**config.mk**
```make
export PLATFORM = sky130hd
export DESIGN_NAME = pulse_width_meter
export DESIGN_NICKNAME = d
export VERILOG_FILES = /design/src/rtl/pulse_width_meter.sv
export SDC_FILE = /design/constraint.sdc
export NUM_CORES = 1
export LEC_CHECK = 0
export CAP_MARGIN = 10
export CORE_MARGIN = 4
export CORE_UTILIZATION = 35
export CTS_CLUSTER_SIZE = 40
export DETAILED_ROUTE_END_ITERATION = 7
export SYNTH_ARGS = -nofsm -noshare
export SYNTH_HDL_FRONTEND = slang
export SYNTH_SLANG_ARGS = --single-unit
```
**constraint.sdc**
```tcl
create_clock -name clk -period 2.8 [get_ports clk]
set_input_delay 0.42 -clock clk [delete_from_list [all_inputs] [get_ports clk]]
set_output_delay 0.42 -clock clk [all_outputs]
set_load 0.02 [all_outputs]
```
**src/rtl/pulse_width_meter.sv**
```systemverilog
// Measures the high time of an asynchronous pulse in clk cycles and hands the
// result to a valid/ready consumer, with glitch counting and overrun tracking.
module pulse_width_meter #(
    parameter int MIN_WIDTH   = 2,
    parameter int MAX_WIDTH   = 1023,
    parameter int SYNC_STAGES = 2,
    parameter int WIDTH       = $clog2(MAX_WIDTH + 1)
) (
    input  logic             clk,
    input  logic             reset_n,
    input  logic             pulse_in,
    input  logic             clear,
    input  logic             ready,
    output logic             valid,
    output logic [WIDTH-1:0] width_out,
    output logic             too_long,
    output logic             overrun,
    output logic [7:0]       glitch_count
);

    typedef enum logic [1:0] {
        IDLE    = 2'd0,
        MEASURE = 2'd1,
        STUCK   = 2'd2
    } state_t;

    localparam logic [WIDTH-1:0] MAX_CNT = WIDTH'(MAX_WIDTH);
    localparam logic [WIDTH-1:0] MIN_CNT = WIDTH'(MIN_WIDTH);

    logic [SYNC_STAGES-1:0] sync_q, sync_d;
    logic                   s_d_q, s_d_d;
    state_t                 state_q, state_d;
    logic [WIDTH-1:0]       cnt_q, cnt_d;
    logic                   valid_q, valid_d;
    logic [WIDTH-1:0]       width_q, width_d;
    logic                   too_long_q, too_long_d;
    logic                   overrun_q, overrun_d;
    logic [7:0]             glitch_q, glitch_d;

    logic                   s;
    logic                   rise;
    logic                   emit;
    logic [WIDTH-1:0]       emit_width;
    logic                   emit_too_long;
    logic                   glitch_event;

    assign s    = sync_q[SYNC_STAGES-1];
    assign rise = s & ~s_d_q;

    always_comb begin
        sync_d = {sync_q[SYNC_STAGES-2:0], pulse_in};
        s_d_d  = s;
    end

    // Measurement FSM: the counter starts at 1 on the rising edge so a run of
    // N high samples leaves cnt=N when the first low sample arrives.
    always_comb begin
        state_d       = state_q;
        cnt_d         = cnt_q;
        emit          = 1'b0;
        emit_width    = cnt_q;
        emit_too_long = 1'b0;
        glitch_event  = 1'b0;
        case (state_q)
            IDLE: begin
                if (rise) begin
                    state_d = MEASURE;
                    cnt_d   = WIDTH'(1);
                end
            end
            MEASURE: begin
                if (s) begin
                    if (cnt_q < MAX_CNT) begin
                        cnt_d = cnt_q + WIDTH'(1);
                    end else begin
                        emit          = 1'b1;
                        emit_width    = MAX_CNT;
                        emit_too_long = 1'b1;
                        state_d       = STUCK;
                    end
                end else begin
                    state_d = IDLE;
                    if (cnt_q >= MIN_CNT) begin
                        emit = 1'b1;
                    end else begin
                        glitch_event = 1'b1;
                    end
                end
            end
            STUCK: begin
                if (!s) begin
                    state_d = IDLE;
                end
            end
            default: state_d = IDLE;
        endcase
    end

    // Result register: a transfer and a new emit in the same cycle reload
    // without a bubble; clear takes priority over overrun and glitch updates.
    always_comb begin
        valid_d    = valid_q;
        width_d    = width_q;
        too_long_d = too_long_q;
        overrun_d  = overrun_q;
        glitch_d   = glitch_q;
        if (emit && (!valid_q || ready)) begin
            valid_d    = 1'b1;
            width_d    = emit_width;
            too_long_d = emit_too_long;
        end else if (emit) begin
            overrun_d = 1'b1;
        end else if (valid_q && ready) begin
            valid_d = 1'b0;
        end
        if (glitch_event && (glitch_q != 8'hFF)) begin
            glitch_d = glitch_q + 8'd1;
        end
        if (clear) begin
            overrun_d = 1'b0;
            glitch_d  = 8'd0;
        end
    end

    always_ff @(posedge clk or negedge reset_n) begin
        if (!reset_n) begin
            sync_q     <= '0;
            s_d_q      <= 1'b0;
            state_q    <= IDLE;
            cnt_q      <= '0;
            valid_q    <= 1'b0;
            width_q    <= '0;
            too_long_q <= 1'b0;
            overrun_q  <= 1'b0;
            glitch_q   <= 8'd0;
        end else begin
            sync_q     <= sync_d;
            s_d_q      <= s_d_d;
            state_q    <= state_d;
            cnt_q      <= cnt_d;
            valid_q    <= valid_d;
            width_q    <= width_d;
            too_long_q <= too_long_d;
            overrun_q  <= overrun_d;
            glitch_q   <= glitch_d;
        end
    end

    assign valid        = valid_q;
    assign width_out    = width_q;
    assign too_long     = too_long_q;
    assign overrun      = overrun_q;
    assign glitch_count = glitch_q;

endmodule

```
==> reports/qor.csv, run 1 <==
metric,value,unit
Worst Path Required,3000,ps
Fmax,428,MHz
DR top layer,met4,
"Cell Chain, Critical Path",inv_1 > ha_1 > nor4_2 > nand4b_4 > or4_1 > a21oi_1,
FP Rows,25,
leakage,0.000914,µW
clock buffer depth,2,
Hold WC Path Type,flip-flop to flip-flop,
RR Startpoint,cnt_q[0],
pin count of the biggest net entering global routing,37,
Worst-path clk slew,70,ps
PortBufs,25,
total wire length,3850,µm
CTS tree,yes,
storage element area,901,µm²
Die Area,6390,µm²
DPL Wire Length,2750,µm
Async SR Flop Fraction,1.00,
Synth Register Bits,36,
cell taking the most area after synthesis,dfrtp_1,
gr usage total,0.131,
Reg2Reg Setup Slack,470,ps
CP Depth,6,
fin. max-slew vios,0,
fillcell total,490,
Clock Skew,5.15,ps
outcome,"finished, final reports clean",
layout net count,203,
DR pass1 iterations,4,
first-pass GRT wire length,6600,µm
IO Count,26,
initial antenna violation count,0,
WL per Instance,14.6,µm
DR vias/cell,5.52,
hold path cells,0,
drc violations,0,
routability cong.,0.848,
worst setup margin,466,ps
Crit path max-delay family,simple AND/OR/NAND/NOR gates,
placeable core area,4880,µm²
Tmin final,2330,ps
max incr delay on CP,570,ps
share of cells above drive strength 1,0.107,
final hold vios,0,
Syn Nets,174,
worst path arrival time,2530,ps
slew at the pin closest to its max-slew limit,889,ps
Worst Setup End Kind,flip-flop,
"most common cell after layout, fill and taps aside",dfrtp_1,
Sink Count,36,
number of global-route vias before repair,1398,
syn avg cell area,10.9,µm²
"Max FO, Critical Path",15,
CTS resizes,0,
CP max-delay cell,or4_1,
Mapped Area,1810,µm²
CP Launch Type,flip-flop,
"Distinct cells, synth",38,
"commonest non-fill, non-tap cells in the layout","dfrtp_1, clkdlybuf4s50_1, a21oi_1",
die height,79.9,µm
max-cap viol count,0,
Clock Latency Late Sink,280,ps
Yosys warning total,0,
Root Driver,clkbuf_8,
Place WS,470,ps
TritonCTS buffer count,5,
multi-input logic area,876,µm²
worst hold start,sync_q[0],
die width,79.9,µm
routed vias,1452,
Antenna Cells,0,
"IR drop worst, VDD",0.000313,V
pwr/cell area,568,nW/µm²
Initial DRC Count,75,
Slew headroom,0.403,
"Top FF cell, synth",dfrtp_1,
metal3 WL,153,µm
Synth Instances,166,
"EDFF count, synth",0,
Final setup viols,0,
RSZ-0062 raised after global routing,false,
"top cells by area, synth","dfrtp_1, mux2_2, a21oi_1",
H-Tree Level Count,2,
CTS hold repair buffers,0,
Setup TNS Final,0,ps
gr ovfl total,0,
Met1 Wirelength,1770,µm
sequential cell area fraction in the yosys report,0.497,
crit path launch,cnt_q[0],
Setup Buffers After CTS,0,
Reg2Reg Depth,6,
antenna violation net count after detailed routing,0,
crit path buf inv count,1,
Initial Utilization,0.371,
Area growth syn-to-layout,23.5,%
CP Class,flip-flop to flip-flop,
final worst-path cycle share,0.834,
Synth top area share,0.497,
met2 wire length,1890,µm
## cell type report
cell class,count,share of cell area
flip-flops and latches,36,0.403
well taps,67,0.0375
inverters,3,0.00503
clock inverters,2,0.0157
repair buffers,26,0.115
clock buffers,6,0.0324
multi-input cells,123,0.391
## layer usage
layer	track usage	vias to the layer above
met5	0	-
met4	0.0405	0
met3	0.0384	6
met2	0.216	29
met1	0.166	715
li1	-	702
## power by group
part / switching [µW] / internal (µW)
logic: 118 / 109
clock network: 177 / 264
registers: 43.1 / 560
## synthesized netlist by cell type, types with 6 or more instances
cell / n
o31ai_1: 8
or3_1: 7
a21oi_1: 15
or4_1: 8
nand3_1: 9
and3_1: 6
nand2b_1: 7
dfrtp_1: 36
o21ai_0: 7
nand2_1: 7
mux2_2: 8
## kinds of logic after synthesis
family | after synthesis | synth area share
AOI/OAI and AO/OA | 41 | 0.151
adders and majority gates | 3 | 0.0207
buffers and inverters | 7 | 0.0193
muxes | 10 | 0.0615
and+or+nand+nor | 69 | 0.251
DFF | 36 | 0.497
## worst register-to-register path, cell delays in order, from the launching register on
cell	delay [ps]
dfrtp_1	460
inv_1	70
ha_1	210
nor4_2	490
nand4b_4	270
or4_1	570
a21oi_1	180
## final timing paths
check / to
max in group asynchronous: cnt_q[3]
setup / recovery: glitch_count[6]
min in group asynchronous: state_q[1]
hold / removal: sync_q[1]
setup reg to reg: glitch_count[6]
hold reg to reg: sync_q[1]
## sequential cells by signal, indices dropped and copies added, names as in the netlist
register      flops
valid             1
width_out        10
glitch_count      8
s_d_q             1
state_q           2
cnt_q            10
too_long          1
sync_q            2
overrun           1
## per-stage QoR
| step | instances | cell area, µm² | util | total power [µW] | hold slack, ps |
|---|---|---|---|---|---|
| after floorplan | 166 | 1810 | - | 746 | 124 |
| after global placement | 255 | 2130 | 0.436 | 838 | 341 |
| after detailed placement | 255 | 2130 | 0.436 | 840 | 343 |
| after CTS | 263 | 2240 | 0.458 | 1290 | 361 |
| after global routing | 263 | 2240 | 0.458 | 1340 | 370 |
| final | 263 | 2240 | 0.458 | 1270 | 358 |
(Power assumes the default switching activity.)
==> inputs of run 2 (changes only) <==
Clock period 2.8 ns to 2 ns, I/O delays scaled along.
==> run 2 against run 1 <==
Worst setup slack worse by 430 ps. Non-clock buffer count rose by 14. Final area grew 7.2%. Power rose by 38%. Maximum frequency increased by 19%. Global-route usage increased by 1.6 points. Flip-flop and latch count did not move. Critical endpoint is now glitch_count[7].
==> reports/qor.csv, run 2 (synthesis gave the netlist of run 1 again) <==
metric,value,unit
CP Class,flip-flop to flip-flop,
Fmax,509,MHz
max-cap viol count,0,
hold_ws,359,ps
gr ovfl total,0,
TritonCTS buffer count,5,
DR vias/cell,5.53,
CP max-delay cell,dfrtp_1,
die height,79.9,µm
placeable core area,4880,µm²
switching share of power,0.282,
Final setup viols,0,
FP Rows,25,
routed vias,1536,
final worst-path cycle share,0.982,
Slew headroom,0.619,
number of global-route vias before repair,1546,
layout net count,218,
Worst Setup End Kind,flip-flop,
share of cells above drive strength 1,0.218,
drc violations,0,
IO Count,26,
Worst-path clk slew,70,ps
first-pass GRT wire length,7390,µm
Root Driver,clkbuf_8,
Non-Filler Instances,278,
CTS hold repair buffers,0,
DPL Wire Length,3130,µm
Clock Latency Late Sink,280,ps
CTS tree,yes,
Place WS,-73.2,ps
H-Tree Level Count,2,
WL per Instance,15.9,µm
leakage,0.000985,µW
Die Area,6390,µm²
crit path buf inv count,2,
CP Launch Type,flip-flop,
PortBufs,25,
Tot Pwr,1750,µW
"Cell Chain, Critical Path",ha_2 > nor4_2 > buf_4 > nand4b_4 > buf_6 > or3_4 > a21oi_2,
Initial DRC Count,167,
die width,79.9,µm
initial antenna violation count,0,
Reg2Reg Setup Slack,40,ps
pin count of the biggest net entering global routing,37,
Clk network pwr share,0.296,
final hold vios,0,
fin. max-slew vios,0,
worst setup margin,35.8,ps
Sw Pwr,495,µW
"IR drop worst, VDD",0.000573,V
Sink Count,36,
gr usage total,0.147,
worst path arrival time,2170,ps
P_int,1260,µW
Crit path max-delay family,simple AND/OR/NAND/NOR gates,
slew at the pin closest to its max-slew limit,570,ps
"most common cell after layout, fill and taps aside",dfrtp_1,
Reg power frac,0.478,
routability cong.,0.800,
final core occ,0.491,
"Max FO, Critical Path",6,
"commonest non-fill, non-tap cells in the layout","dfrtp_1, clkdlybuf4s50_1, buf_4",
antenna violation net count after detailed routing,0,
placed cell count,266,
Worst Path Required,2200,ps
Clock Skew,3.85,ps
Hold WC Path Type,flip-flop to flip-flop,
outcome,"finished, final reports clean",
Antenna Cells,0,
Area growth syn-to-layout,32.3,%
max incr delay on CP,440,ps
total wire length,4420,µm
combinational share of power,0.225,
DR pass1 iterations,5,
RSZ-0062 raised after global routing,true,
pwr/cell area,731,nW/µm²
Tmin final,1960,ps
clock buffer depth,2,
Initial Utilization,0.371,
run 2: cell types whose count changed in the layout (fill, tap and decap cells not counted), moves of 2 or more:
cell and change:
a21oi_1 -4, a21oi_2 +4, buf_4 +12, buf_6 +2, or3_1 -2, or3_4 +2, or4_1 -2, or4_4 +2
run 2: worst reg2reg max path: stages, from the launching register on:
cell	delay, ps
dfrtp_1	440
ha_2	200
nor4_2	210
buf_4	180
nand4b_4	160
buf_6	180
or3_4	370
a21oi_2	150
run 2: repair_timing:
item / in CTS / in global routing
cloned: 0 / 1
setup endpoints to repair: 7 / 21
setup buffers: 1 / 2
pin swaps: 2 / 8
gates resized for setup: 6 / 9
run 2: path summary, 6_finish.rpt:
path                            from         endpoint  cells past startpoint
max                         cnt_q[1]  glitch_count[7]                      7
min                        sync_q[0]        sync_q[1]                      0
max reg2reg                 cnt_q[1]  glitch_count[7]                      7
min reg2reg                sync_q[0]        sync_q[1]                      0
max in group asynchronous    reset_n  glitch_count[1]                      2
min in group asynchronous    reset_n  glitch_count[7]                      2
run 2: area by class of cell:
cell class,instances,area (µm²)
Tap cell,67,83.8
Fill cell,449,2480
Multi-Input combinational cell,124,941
Sequential cell,36,901
Timing Repair Buffer,40,370
Clock buffer,8,90.1
Inverter,3,11.3
run 2: per-stage QoR:
| stage | TNS, ps | area [µm²] |
|---|---|---|
| finish | 0 | 2400 |
| floorplan | 0 | 1810 |
| detailed placement | -261 | 2210 |
| global placement | 0 | 2210 |
| CTS | 0 | 2330 |
| global route | -373 | 2400 |
run 2: routing by layer:
metal  track usage  routed length (µm)  vias up
met3        0.0384                 158        6
met2         0.242                2140       40
met1         0.185                2050      762
met4        0.0557                  69        0
met5             0                   0        -
li1              -                   -      728
run 2: power by group through the flow:
stage	Clock, µW	Combinational (µW)	Sequential, µW
2_1_floorplan	0	151	893
3_3_place_gp	0	355	846
3_5_place_dp	0	365	852
4_1_cts	539	379	838
5_1_grt	584	427	845
6_report	519	395	839
